--- config.mk ---
export PLATFORM = sky130hd
export DESIGN_NAME = hex_display_mm
export DESIGN_NICKNAME = d
export VERILOG_FILES = /design/src/rtl/hex_display_pkg.sv /design/src/rtl/hex_display_mm_bin2bcd.sv /design/src/rtl/hex_display_mm.sv
export SDC_FILE = /design/constraint.sdc
export NUM_CORES = 1
export LEC_CHECK = 0
export ABC_AREA = 1
export CORE_ASPECT_RATIO = 0.6
export CORE_MARGIN = 2
export CORE_UTILIZATION = 40
export CTS_BUF_LIST = sky130_fd_sc_hd__clkbuf_4 sky130_fd_sc_hd__clkbuf_8
export CTS_CLUSTER_SIZE = 16
export DETAILED_ROUTE_END_ITERATION = 8
export PLACE_DENSITY = 0.62
export SLEW_MARGIN = 20
export SYNTH_ARGS = -nofsm -noshare
export SYNTH_HDL_FRONTEND = slang
export SYNTH_SLANG_ARGS = --single-unit
--- constraint.sdc ---
create_clock -name clk -period 8.7 [get_ports clk]
set_input_delay 1.74 -clock clk [delete_from_list [all_inputs] [get_ports clk]]
set_output_delay 1.74 -clock clk [all_outputs]
set_load 0.01 [all_outputs]
--- src/rtl/hex_display_pkg.sv ---
// Shared definitions for the memory-mapped seven-segment controller:
// register map, CTRL bits, special glyphs, converter states, decoder.
package hex_display_pkg;

  localparam logic [1:0] REG_VALUE = 2'd0;
  localparam logic [1:0] REG_BLANK = 2'd1;
  localparam logic [1:0] REG_BLINK = 2'd2;
  localparam logic [1:0] REG_CTRL  = 2'd3;

  localparam int CTRL_DEC  = 0;
  localparam int CTRL_LZS  = 1;
  localparam int CTRL_BUSY = 2;

  localparam logic [6:0] SEG_BLANK = 7'b1111111;
  localparam logic [6:0] SEG_DASH  = 7'b0111111;

  typedef enum logic [1:0] {
    CONV_IDLE,
    CONV_SHIFT,
    CONV_LOAD
  } conv_state_t;

  // Active-low segments, bit 6 = g ... bit 0 = a.
  function automatic logic [6:0] seg7(input logic [3:0] n);
    logic [6:0] s;
    unique case (n)
      4'h0: s = 7'b1000000;
      4'h1: s = 7'b1111001;
      4'h2: s = 7'b0100100;
      4'h3: s = 7'b0110000;
      4'h4: s = 7'b0011001;
      4'h5: s = 7'b0010010;
      4'h6: s = 7'b0000010;
      4'h7: s = 7'b1111000;
      4'h8: s = 7'b0000000;
      4'h9: s = 7'b0010000;
      4'ha: s = 7'b0001000;
      4'hb: s = 7'b0000011;
      4'hc: s = 7'b1000110;
      4'hd: s = 7'b0100001;
      4'he: s = 7'b0000110;
      4'hf: s = 7'b0001110;
    endcase
    return s;
  endfunction

endpackage

--- src/rtl/hex_display_mm_bin2bcd.sv ---
// Sequential double-dabble converter: 32 shift cycles then one load.
// A full 10-digit BCD image is kept so overflow can be detected.
module bin2bcd_seq
  import hex_display_pkg::*;
#(
  parameter int NUM_DIGITS = 6
) (
  input  logic                    clk,
  input  logic                    rst,
  input  logic                    start,
  input  logic [31:0]             bin,
  output logic                    busy,
  output logic [4*NUM_DIGITS-1:0] bcd,
  output logic                    ovf
);

  localparam int BW = 40;
  localparam int HI = 4 * NUM_DIGITS;

  conv_state_t      state;
  logic [4:0]       cnt;
  logic [BW+31:0]   sr;
  logic [BW+31:0]   adj;

  always_comb begin
    adj = sr;
    for (int k = 0; k < 10; k++) begin
      if (sr[32+4*k +: 4] >= 4'd5)
        adj[32+4*k +: 4] = sr[32+4*k +: 4] + 4'd3;
    end
  end

  always_ff @(posedge clk or posedge rst) begin
    if (rst) begin
      state <= CONV_IDLE;
      cnt   <= '0;
      sr    <= '0;
      bcd   <= '0;
      ovf   <= 1'b0;
    end else begin
      unique case (state)
        CONV_IDLE: begin
          if (start) begin
            sr    <= {{BW{1'b0}}, bin};
            cnt   <= '0;
            state <= CONV_SHIFT;
          end
        end
        CONV_SHIFT: begin
          sr  <= {adj[BW+30:0], 1'b0};
          cnt <= cnt + 5'd1;
          if (cnt == 5'd31)
            state <= CONV_LOAD;
        end
        CONV_LOAD: begin
          bcd   <= sr[32 +: HI];
          ovf   <= |sr[BW+31:32+HI];
          state <= CONV_IDLE;
        end
        default: state <= CONV_IDLE;
      endcase
    end
  end

  assign busy = (state != CONV_IDLE);

endmodule

--- src/rtl/hex_display_mm.sv ---
// Avalon-MM seven-segment controller: register file, blink timer,
// per-digit glyph selection and registered segment outputs.
module hex_display_mm
  import hex_display_pkg::*;
#(
  parameter int NUM_DIGITS = 6,
  parameter int BLINK_DIV  = 25_000_000
) (
  input  logic                    clk,
  input  logic                    rst,
  input  logic [1:0]              address,
  input  logic                    read,
  input  logic                    write,
  input  logic [31:0]             writedata,
  output logic [31:0]             readdata,
  output logic                    waitrequest,
  output logic [7*NUM_DIGITS-1:0] hex_out
);

  localparam int ND = NUM_DIGITS;
  localparam int CW = $clog2(BLINK_DIV);

  logic [31:0]     value_q;
  logic [ND-1:0]   blank_q;
  logic [ND-1:0]   blink_q;
  logic            dec_q;
  logic            lzs_q;

  logic            busy;
  logic [4*ND-1:0] bcd;
  logic            ovf;

  logic            cv_reg;
  logic            accept;
  logic            next_dec;
  logic            start;
  logic [31:0]     conv_bin;

  logic [CW-1:0]   blink_cnt;
  logic            blink_off;

  logic [7*ND-1:0] seg_next;
  logic [3:0]      nib;
  logic            hi_zero;
  logic            dash;

  // Only VALUE/CTRL writes can retrigger the converter, so only they stall.
  assign cv_reg      = (address == REG_VALUE) || (address == REG_CTRL);
  assign waitrequest = write & cv_reg & busy;
  assign accept      = write & ~waitrequest;

  assign next_dec = (address == REG_CTRL) ? writedata[CTRL_DEC] : dec_q;
  assign start    = accept & cv_reg & next_dec;
  assign conv_bin = (address == REG_VALUE) ? writedata : value_q;

  bin2bcd_seq #(
    .NUM_DIGITS(ND)
  ) u_conv (
    .clk  (clk),
    .rst  (rst),
    .start(start),
    .bin  (conv_bin),
    .busy (busy),
    .bcd  (bcd),
    .ovf  (ovf)
  );

  always_ff @(posedge clk or posedge rst) begin
    if (rst) begin
      value_q <= '0;
      blank_q <= '0;
      blink_q <= '0;
      dec_q   <= 1'b0;
      lzs_q   <= 1'b0;
    end else if (accept) begin
      unique case (address)
        REG_VALUE: value_q <= writedata;
        REG_BLANK: blank_q <= writedata[ND-1:0];
        REG_BLINK: blink_q <= writedata[ND-1:0];
        REG_CTRL: begin
          dec_q <= writedata[CTRL_DEC];
          lzs_q <= writedata[CTRL_LZS];
        end
        default: ;
      endcase
    end
  end

  always_comb begin
    readdata = '0;
    if (read) begin
      unique case (address)
        REG_VALUE: readdata = value_q;
        REG_BLANK: readdata = 32'(blank_q);
        REG_BLINK: readdata = 32'(blink_q);
        REG_CTRL: begin
          readdata[CTRL_DEC]  = dec_q;
          readdata[CTRL_LZS]  = lzs_q;
          readdata[CTRL_BUSY] = busy;
        end
        default: ;
      endcase
    end
  end

  always_ff @(posedge clk or posedge rst) begin
    if (rst) begin
      blink_cnt <= '0;
      blink_off <= 1'b0;
    end else if (blink_cnt == CW'(BLINK_DIV - 1)) begin
      blink_cnt <= '0;
      blink_off <= ~blink_off;
    end else begin
      blink_cnt <= blink_cnt + 1'b1;
    end
  end

  // Walk from the top digit down so hi_zero marks "nothing lit above".
  always_comb begin
    seg_next = '1;
    hi_zero  = 1'b1;
    nib      = '0;
    dash     = dec_q & ovf;
    for (int i = ND - 1; i >= 0; i--) begin
      nib     = dec_q ? bcd[4*i +: 4] : value_q[4*i +: 4];
      hi_zero = hi_zero & (nib == 4'd0);
      if (blank_q[i])
        seg_next[7*i +: 7] = SEG_BLANK;
      else if (blink_q[i] && blink_off)
        seg_next[7*i +: 7] = SEG_BLANK;
      else if (lzs_q && !dash && hi_zero && i > 0)
        seg_next[7*i +: 7] = SEG_BLANK;
      else if (dash)
        seg_next[7*i +: 7] = SEG_DASH;
      else
        seg_next[7*i +: 7] = seg7(nib);
    end
  end

  always_ff @(posedge clk or posedge rst) begin
    if (rst) hex_out <= '1;
    else     hex_out <= seg_next;
  end

endmodule

; ---- Word-level counts from Yosys, hierarchy flattened
; Memory sizes are Yosys's and may differ from the RTL's.
; Index checks and enable logic that the tools add are counted.
[word_totals]
register_bits = 218
mem_bits_ro = 672
inputBits = 38
wordCells = 143
memories = 6
[classes]
addsub = 12
n_lt_le_gt_ge = 10
eq_ne = 9
mux = 52
bitwise_logic = 12
n_reduce_logical = 29
[memory_table]
columns = memory, words, word_bits, read_ports, rd_ports_with_merged_regs, wr, line_no
row1 = (no name shown), 16, 7, 1, 0, 0, hex_display_pkg.sv:26  ; unique case (n)
row2 = (no name shown), 16, 7, 1, 0, 0, hex_display_pkg.sv:26
row3 = (no name shown), 16, 7, 1, 0, 0, hex_display_pkg.sv:26
row4 = (no name shown), 16, 7, 1, 0, 0, hex_display_pkg.sv:26
row5 = (no name shown), 16, 7, 1, 0, 0, hex_display_pkg.sv:26
row6 = (no name shown), 16, 7, 1, 0, 0, hex_display_pkg.sv:26
[ops]
columns = op, n
row1 = two-way mux 7 bit, 23
row2 = case mux 72 bit (2 select lines), 1
row3 = case mux 29 bit (3 select lines), 1
row4 = two-way mux 72 bit, 1
row5 = two-way mux 32 bit, 2
row6 = two-way mux 4 bit, 15
row7 = ">= comparator 4 x 3 -> 1 bit, second input constant", 10
row8 = "adder 4 x 2 -> 4 bit, second input constant", 9
row9 = "adder 25 x 1 -> 25 bit, second input constant", 1
row10 = "equality test 25 bit, second input constant", 1
row11 = two-way mux 25 bit, 1
row12 = zero test 4 bit, 5
row13 = OR reduction 16 bit, 1
row14 = logical AND 1 bit, 12
row15 = case mux 3 bit (4 select lines), 1
row16 = AND 1 bit, 10
row17 = case mux 5 bit (2 select lines), 1
row18 = AND reduction 2 bit, 5
row19 = "equality test 2 bit, second input constant", 3
row20 = "adder 5 x 1 -> 5 bit, second input constant", 1
row21 = "equality test 5 bit, second input constant", 1
row22 = two-way mux 5 bit, 1
row23 = "equality test 2 x 1 -> 1 bit, second input constant", 2
row24 = zero test 2 bit, 2
row25 = 11 further kinds, 14

; ---- Depth between registers and ports, before layout
; Gate-level depths: netlist (run 1).
[logic_depth]
depth_word = 10
mapped_depth = 12
ltp_nobuf = 11

; ---- By module
; Synthesis (run 1) repeated with hierarchy kept, for this count alone.
[unflattened]
cells_unflattened = 1692
hier_area_um2 = 12728.5
[modules_own_cells]
columns = mod, n_inst, cells_per_inst, area_each_um2
row1 = hex_display_mm, 1, 1034, 7482.2
row2 = bin2bcd_seq, 1, 658, 5246.3

; ---- Worst setup path before layout (run 1)
; OpenSTA, ideal clock, no wires.
[synth_path]
path_type = input -> output
from = input port address[0]
to = output port readdata[11]
arrival_ps = 2751
required_ps = 6960
path_slack_ps = 4209
path_stages = 6
cell_sequence = inv_1 > ha_1 > buf_2 > nand2_1 > clkbuf_1 > nor2_1
[synth_via]
elab_chain_len = 3
[synth_lines]
columns = element, line_no
row1 = from (decl), hex_display_mm.sv:11  ; input logic [1:0] address,
row2 = "equality test 2 bit, or another cell as far along", hex_display_mm.sv:92  ; unique case (address)
row3 = case mux 29 bit (3 select lines) *, hex_display_mm.sv:92
row4 = two-way mux 32 bit *, hex_display_mm.sv:91  ; if (read) begin
row5 = to (decl), hex_display_mm.sv:15  ; output logic [31:0] readdata,
; Mark *: on every way between the ends. The rest lies on a longest branch, timed or not.

; ---- Final worst setup path (run 1)
[layout_path]
from = input port address[0]
to = output port readdata[30]
; Same word-level chain as after synthesis.

==> qor.yml, run 1 <==
setup.worst_path.start: "address[0]"
first_global_vias: 10400
p_sw_share_pct: 44.4
postRouteWirelength_mm: 34.1
tns_ns: 0
cts_hold_buf: 0
path_max_fanout: 68
grt_use_total_pct: 21.2
vdd_drop_max_mv: 0.201
nets: 1885
ant_nets: 0
core_um2: 31000
clkPwrFrac_pct: 19.3
power_frac_comb_pct: 49.3
first_pass_iters: 5
tightest_slew_ns: 0.927
h-tree-depth: 2
internal-power_mw: 3.00
grt.overflow.total: 0
p_leak_nw: 6.95
post_cts_buffers: 0
place_congestion: 0.913
rr_startpoint: "dec_q$_DFFE_PP0N_"
drv_cap: 0
start_kind: "input pin"
start_util_pct: 40.4
antenna_cells: 0
dp_hpwl_mm: 24.7
setup_viol: 0
rows: 50
hold_start: "u_conv.bcd[8]$_DFFE_PP0N_"
syn_area_um2: 12500
worstSetupPathType: "input pin to output pin"
layout_common_cells: "nand2_1 (469), o21ai_0 (235), inv_1 (213), dfrtp_1 (175), nor2_1 (149)"
yosys_register_bits: 218
fillers: 3110
period_share_pct: 74.0
hold_viol_final: 0
fin_crit_ns: 6.44
layout_commonest_cell: "nand2_1"
critical_path_required_ns: 6.96
arrival_ns: 4.70
fin_skew_ns: 0.0131
p_sw_mw: 2.39
syn-num-nets: 1781
synth-warning-count: 0
yosysUniqueCellTypes: 35
crit_path_end_kind: "output pin"
drv_slew: 0
min_path_type: "flip-flop to flip-flop"
slew-limit-headroom_pct: 38.0
yosysSeqAreaShare_pct: 44.0
vias: 11100
die_y_um: 141
seqPwrFrac_pct: 31.4
cts_tree: "done"
pwr_density_cell_nw_per_um2: 364
outcome: "finished, final reports clean"
hold_ws_ns: 0.490
netlist_instances: 1677
clock_latency_ns: 0.55
drt_iter0_markers: 1123
antenna_found_initial: 2
grt_max_degree: 99
clock.fmax_ghz: 0.155
io_pins: 113
area_growth_pct: 18.1
cts.path.max_buffers: 3
cts_resized: 0
grt_first_pass_wirelength_mm: 55.2
rsz0062_at_grt: "false"
wire_per_inst_um: 15.3
clk_pin_slew_ns: 0.06
die_area_um2: 32800
drive_gt1_share_pct: 8.90
numCtsBuffers: 37
clock-sinks: 218
synth_area_per_cell_um2: 7.47
clockRootBuffer: "clkbuf_8"
io_buffers: 112
die_w_um: 232
viasPerCell: 5.00
r2r_slack_ns: 5.22
drc_errors: 0
[synth_stat cells]
master	instances	area (µm²)
a21boi_4	1	18.8
o21ai_0	235	1180
buf_1	3	11.3
clkbuf_1	24	90.1
nand4_4	1	21.3
nor3_1	5	25.0
nor2_2	2	12.5
buf_6	4	45.0
o21a_1	1	7.51
a21o_1	1	7.51
o211ai_1	14	105
o21ai_2	11	96.3
nand3_1	109	546
o21ai_1	35	175
and3_1	1	6.26
nand3_2	3	30.0
buf_4	7	52.6
xnor2_1	5	43.8
inv_1	214	803
or2_2	1	6.26
xor2_1	16	140
o22ai_1	1	6.26
buf_2	18	90.1
nor2_1	150	563
a21boi_0	1	7.51
nand2_2	12	75.1
inv_2	5	18.8
ha_1	66	826
a21oi_1	28	140
nand4_1	8	50.1
dfrtp_1	176	4400
nor2_4	3	33.8
nand2_1	470	1760
dfstp_2	42	1100
a31oi_1	4	25.0
[cell families (layout without fill, tap and decap cells)]
family	after synthesis	in the layout	synth area share [%]
AND/OR/NAND/NOR	765	765	25.0
adder cells (fa/ha/maj)	66	66	6.59
flip-flops	218	218	44.0
AO/OA/AOI/OAI	332	332	14.1
buffers and inverters	275	406	8.87
XOR/XNOR	21	21	1.47
[metal layers]
layer	up-vias	track usage [%]	wire [µm]
met3	40	6.29	3010
met4	2	4.83	469
met1	5222	33.0	17500
li1	5543	-	-
met5	-	0	13
met2	315	28.2	13100
[worst max-delay path: stages]
cell and delay (ns):
clkdlybuf4s50_1 0.48, inv_1 0.15, ha_2 0.17, buf_4 0.52, nand2_1 0.73, nor2_1 0.30, clkdlybuf4s50_1 0.58
[state kept, by name (all words and copies together), names as in the netlist]
register,count
u_conv.bcd,24
u_conv.sr,72
lzs_q,1
blink_off,1
value_q,32
u_conv.ovf,1
u_conv.state,2
blank_q,6
blink_cnt,25
u_conv.cnt,5
dec_q,1
hex_out,42
blink_q,6
[final cells by class]
| type | instances | area, µm² | share of cell area, % |
|---|---|---|---|
| Clock buffer | 59 | 743 | 5.02 |
| Clock inverter | 7 | 87.6 | 0.592 |
| Inverter | 219 | 830 | 5.61 |
| Multi-Input combinational cell | 1184 | 5920 | 40.0 |
| Sequential cell | 218 | 5510 | 37.2 |
| Tap cell | 416 | 520 | 3.52 |
| Timing Repair Buffer | 121 | 1190 | 8.03 |
[power by group through the flow]
| stage | clock network (mW) | logic (mW) | registers (mW) |
|---|---|---|---|
| finish | 1.04 | 2.66 | 1.69 |
| floorplan | 0 | 1.84 | 1.69 |
| detailed placement | 0 | 2.63 | 1.71 |
| global placement | 0 | 2.59 | 1.70 |
| CTS | 1.07 | 2.65 | 1.69 |
| global route | 1.12 | 3.03 | 1.74 |
[metrics by stage]
stage          total power [mW]  cells  worst slack (ns)  area (µm²)  utilization, %
3_3_place_gp               4.30   2158              2.45       14000            45.0
6_report                   5.39   2224              2.26       14800            47.7
5_1_grt                    5.89   2224              2.00       14800            47.7
4_1_cts                    5.41   2224              2.29       14800            47.7
2_1_floorplan              3.53   1677              1.07       12500               -
3_5_place_dp               4.34   2158              2.29       14000            45.0
[final timing paths]
| check | to | cells after the start |
|---|---|---|
| max reg2reg | u_conv.sr[0]$_DFFE_PP0P_ | 7 |
| max | readdata[30] | 7 |
| min reg2reg | u_conv.bcd[8]$_DFFE_PP0N_ | 2 |
| max in group asynchronous | dec_q$_DFFE_PP0N_ | 3 |
| min in group asynchronous | blink_cnt[6]$_DFF_PP0_ | 2 |
| min | u_conv.bcd[8]$_DFFE_PP0N_ | 2 |
No activity file was read; power rests on OpenSTA's default activity.
==> run 2: changes to the inputs <==
--- a/config.mk
+++ b/config.mk
@@ -12,7 +12,7 @@
 export CTS_BUF_LIST = sky130_fd_sc_hd__clkbuf_4 sky130_fd_sc_hd__clkbuf_8
 export CTS_CLUSTER_SIZE = 16
 export DETAILED_ROUTE_END_ITERATION = 8
-export PLACE_DENSITY = 0.62
+export PLACE_DENSITY = 0.64
 export SLEW_MARGIN = 20
 export SYNTH_ARGS = -nofsm -noshare
 export SYNTH_HDL_FRONTEND = slang
==> constraint.sdc (replaced) <==
create_clock -name clk -period 5.4 [get_ports clk]
set_input_delay 1.08 -clock clk [delete_from_list [all_inputs] [get_ports clk]]
set_output_delay 1.08 -clock clk [all_outputs]
set_load 0.01 [all_outputs]
==> qor.yml, run 2 (synthesis results as in run 1) <==
outcome: "finished, final reports clean"
die_area_um2: 32800  # unchanged
postRouteWirelength_mm: 33.9  # -0.70%
h-tree-depth: 2  # unchanged
place_congestion: 0.939  # +2.8%
clockRootBuffer: "clkbuf_8"
post_cts_buffers: 0  # unchanged
area_growth_pct: 18.5
io_buffers: 112  # unchanged
setup_viol: 0  # unchanged
drv_cap: 0  # unchanged
io_pins: 113  # unchanged
fin_crit_ns: 4.41
path_cells: "clkdlybuf4s50_1 -> inv_1 -> ha_2 -> nand2_1 -> nor2_1 -> clkdlybuf4s50_1"
crit_slowest_cell: "clkdlybuf4s50_1"
worstSetupPathType: "input pin to output pin"
antenna_cells: 0  # unchanged
fillers: 3105  # -0.16%
numCtsBuffers: 37  # unchanged
path_buf_inv: 3  # -1
hold_ws_ns: 0.490  # +0.000260 ns
clock_latency_ns: 0.55  # about the same
wire_per_inst_um: 15.2  # -0.83%
clock-sinks: 218  # unchanged
die_w_um: 232  # unchanged
ant_nets: 0  # unchanged
start_kind: "input pin"
top_regs: "u_conv.sr x72, hex_out x42, value_q x32"
critical_path_required_ns: 4.32  # -2.64 ns
p_leak_nw: 6.97  # +0.30%
first_pass_iters: 5  # unchanged
start_util_pct: 40.4  # unchanged
layoutNonFillerInstCount: 2227  # +0.13%
slew-limit-headroom_pct: 39.9  # +1.8 points
grt_first_pass_wirelength_mm: 54.6  # -1.0%
nets: 1886  # +0.053%
vias: 11300  # +1.3%
grt_max_degree: 99  # unchanged
crit_path_end_kind: "output pin"
rows: 50  # unchanged
vdd_drop_max_mv: 0.324  # +61%
period_share_pct: 81.6
drt_iter0_markers: 1025  # -8.7%
drv_slew: 0  # unchanged
fin_skew_ns: 0.0211  # +0.00800 ns
first_global_vias: 10300  # -0.74%
grt.overflow.total: 0  # unchanged
path_max_fanout: 26  # -62%
layout_common_cells: "nand2_1 (469), o21ai_0 (235), inv_1 (213), dfrtp_1 (175), nor2_1 (149)"
tightest_slew_ns: 0.900  # -0.0271 ns
dp_hpwl_mm: 24.4  # -1.1%
cp_top_family: "buffers and inverters"
arrival_ns: 3.33  # -1.37 ns
drc_errors: 0  # unchanged
power.total_mw: 8.72  # +62%
regMostFlops: "u_conv.sr"
die_y_um: 141  # unchanged
hold_viol_final: 0  # unchanged
min_path_type: "flip-flop to flip-flop"
cts_resized: 0  # unchanged
core_um2: 31000  # unchanged
fin_util_pct: 47.8  # +0.15 points
max_stage_delay_ns: 0.58  # -0.15 ns
antenna_found_initial: 0  # -2
place_inst: 2159  # +0.046%
clk_pin_slew_ns: 0.06  # about the same
clock.fmax_ghz: 0.227
cpMostUsedCell: "clkdlybuf4s50_1"
layout_commonest_cell: "nand2_1"
drive_gt1_share_pct: 9.06  # +0.15 points
grt_use_total_pct: 20.9  # -0.30 points
pwr_density_cell_nw_per_um2: 588  # +61%
viasPerCell: 5.06  # +1.1%
cts_hold_buf: 0  # unchanged
largest_reg_flops: 72  # unchanged
cts.path.max_buffers: 3  # unchanged
tns_ns: 0  # unchanged
rsz0062_at_grt: "false"
cts_tree: "done"
[run 2: where the power goes]
group | leakage [nW] | internal (mW) | switching, mW
sequential | 2.70 | 2.37 | 0.356
combinational | 3.83 | 1.49 | 2.80
clock | 0.447 | 0.967 | 0.731
[run 2: worst paths after layout]
check	from	endpoint	slack, ns	cells after the start
max	address[0]	readdata[27]	0.99	6
min	blink_cnt[0]$_DFF_PP0_	blink_cnt[0]$_DFF_PP0_	0.49	1
max reg2reg	dec_q$_DFFE_PP0N_	hex_out[17]$_DFF_PP1_	2.90	8
min reg2reg	blink_cnt[0]$_DFF_PP0_	blink_cnt[0]$_DFF_PP0_	0.49	1
max in group asynchronous	rst	hex_out[15]$_DFF_PP1_	3.38	3
min in group asynchronous	rst	u_conv.sr[27]$_DFFE_PP0P_	1.05	2
[run 2: metrics by stage]
| step | worst slack [ns] | area [µm²] |
|---|---|---|
| after CTS | 0.972 | 14800 |
| final | 0.993 | 14800 |
| after global placement | 1.10 | 14000 |
| after detailed placement | 0.973 | 14000 |
| after global routing | 0.808 | 14800 |
| after floorplan | 1.51 | 12500 |
[run 2: metal layers]
layer	share of wire (%)	wire, µm	vias to the layer above	GRT usage [%]
met4	1.2	395	0	3.89
met3	8.8	2970	40	5.12
met1	51	17100	5310	33.3
met5	0	0	-	0
li1	-	-	5550	-
met2	40	13400	362	28.2
[run 2: layout make-up]
class                           instances  area, µm²  share of cell area, %
Timing Repair Buffer                  122       1230                   8.31
Clock buffer                           54        687                   4.63
Inverter                              219        826                   5.56
Multi-Input combinational cell       1184       5920                   39.9
Sequential cell                       218       5510                   37.1
Clock inverter                         14        148                  0.995
Tap cell                              416        520                   3.51
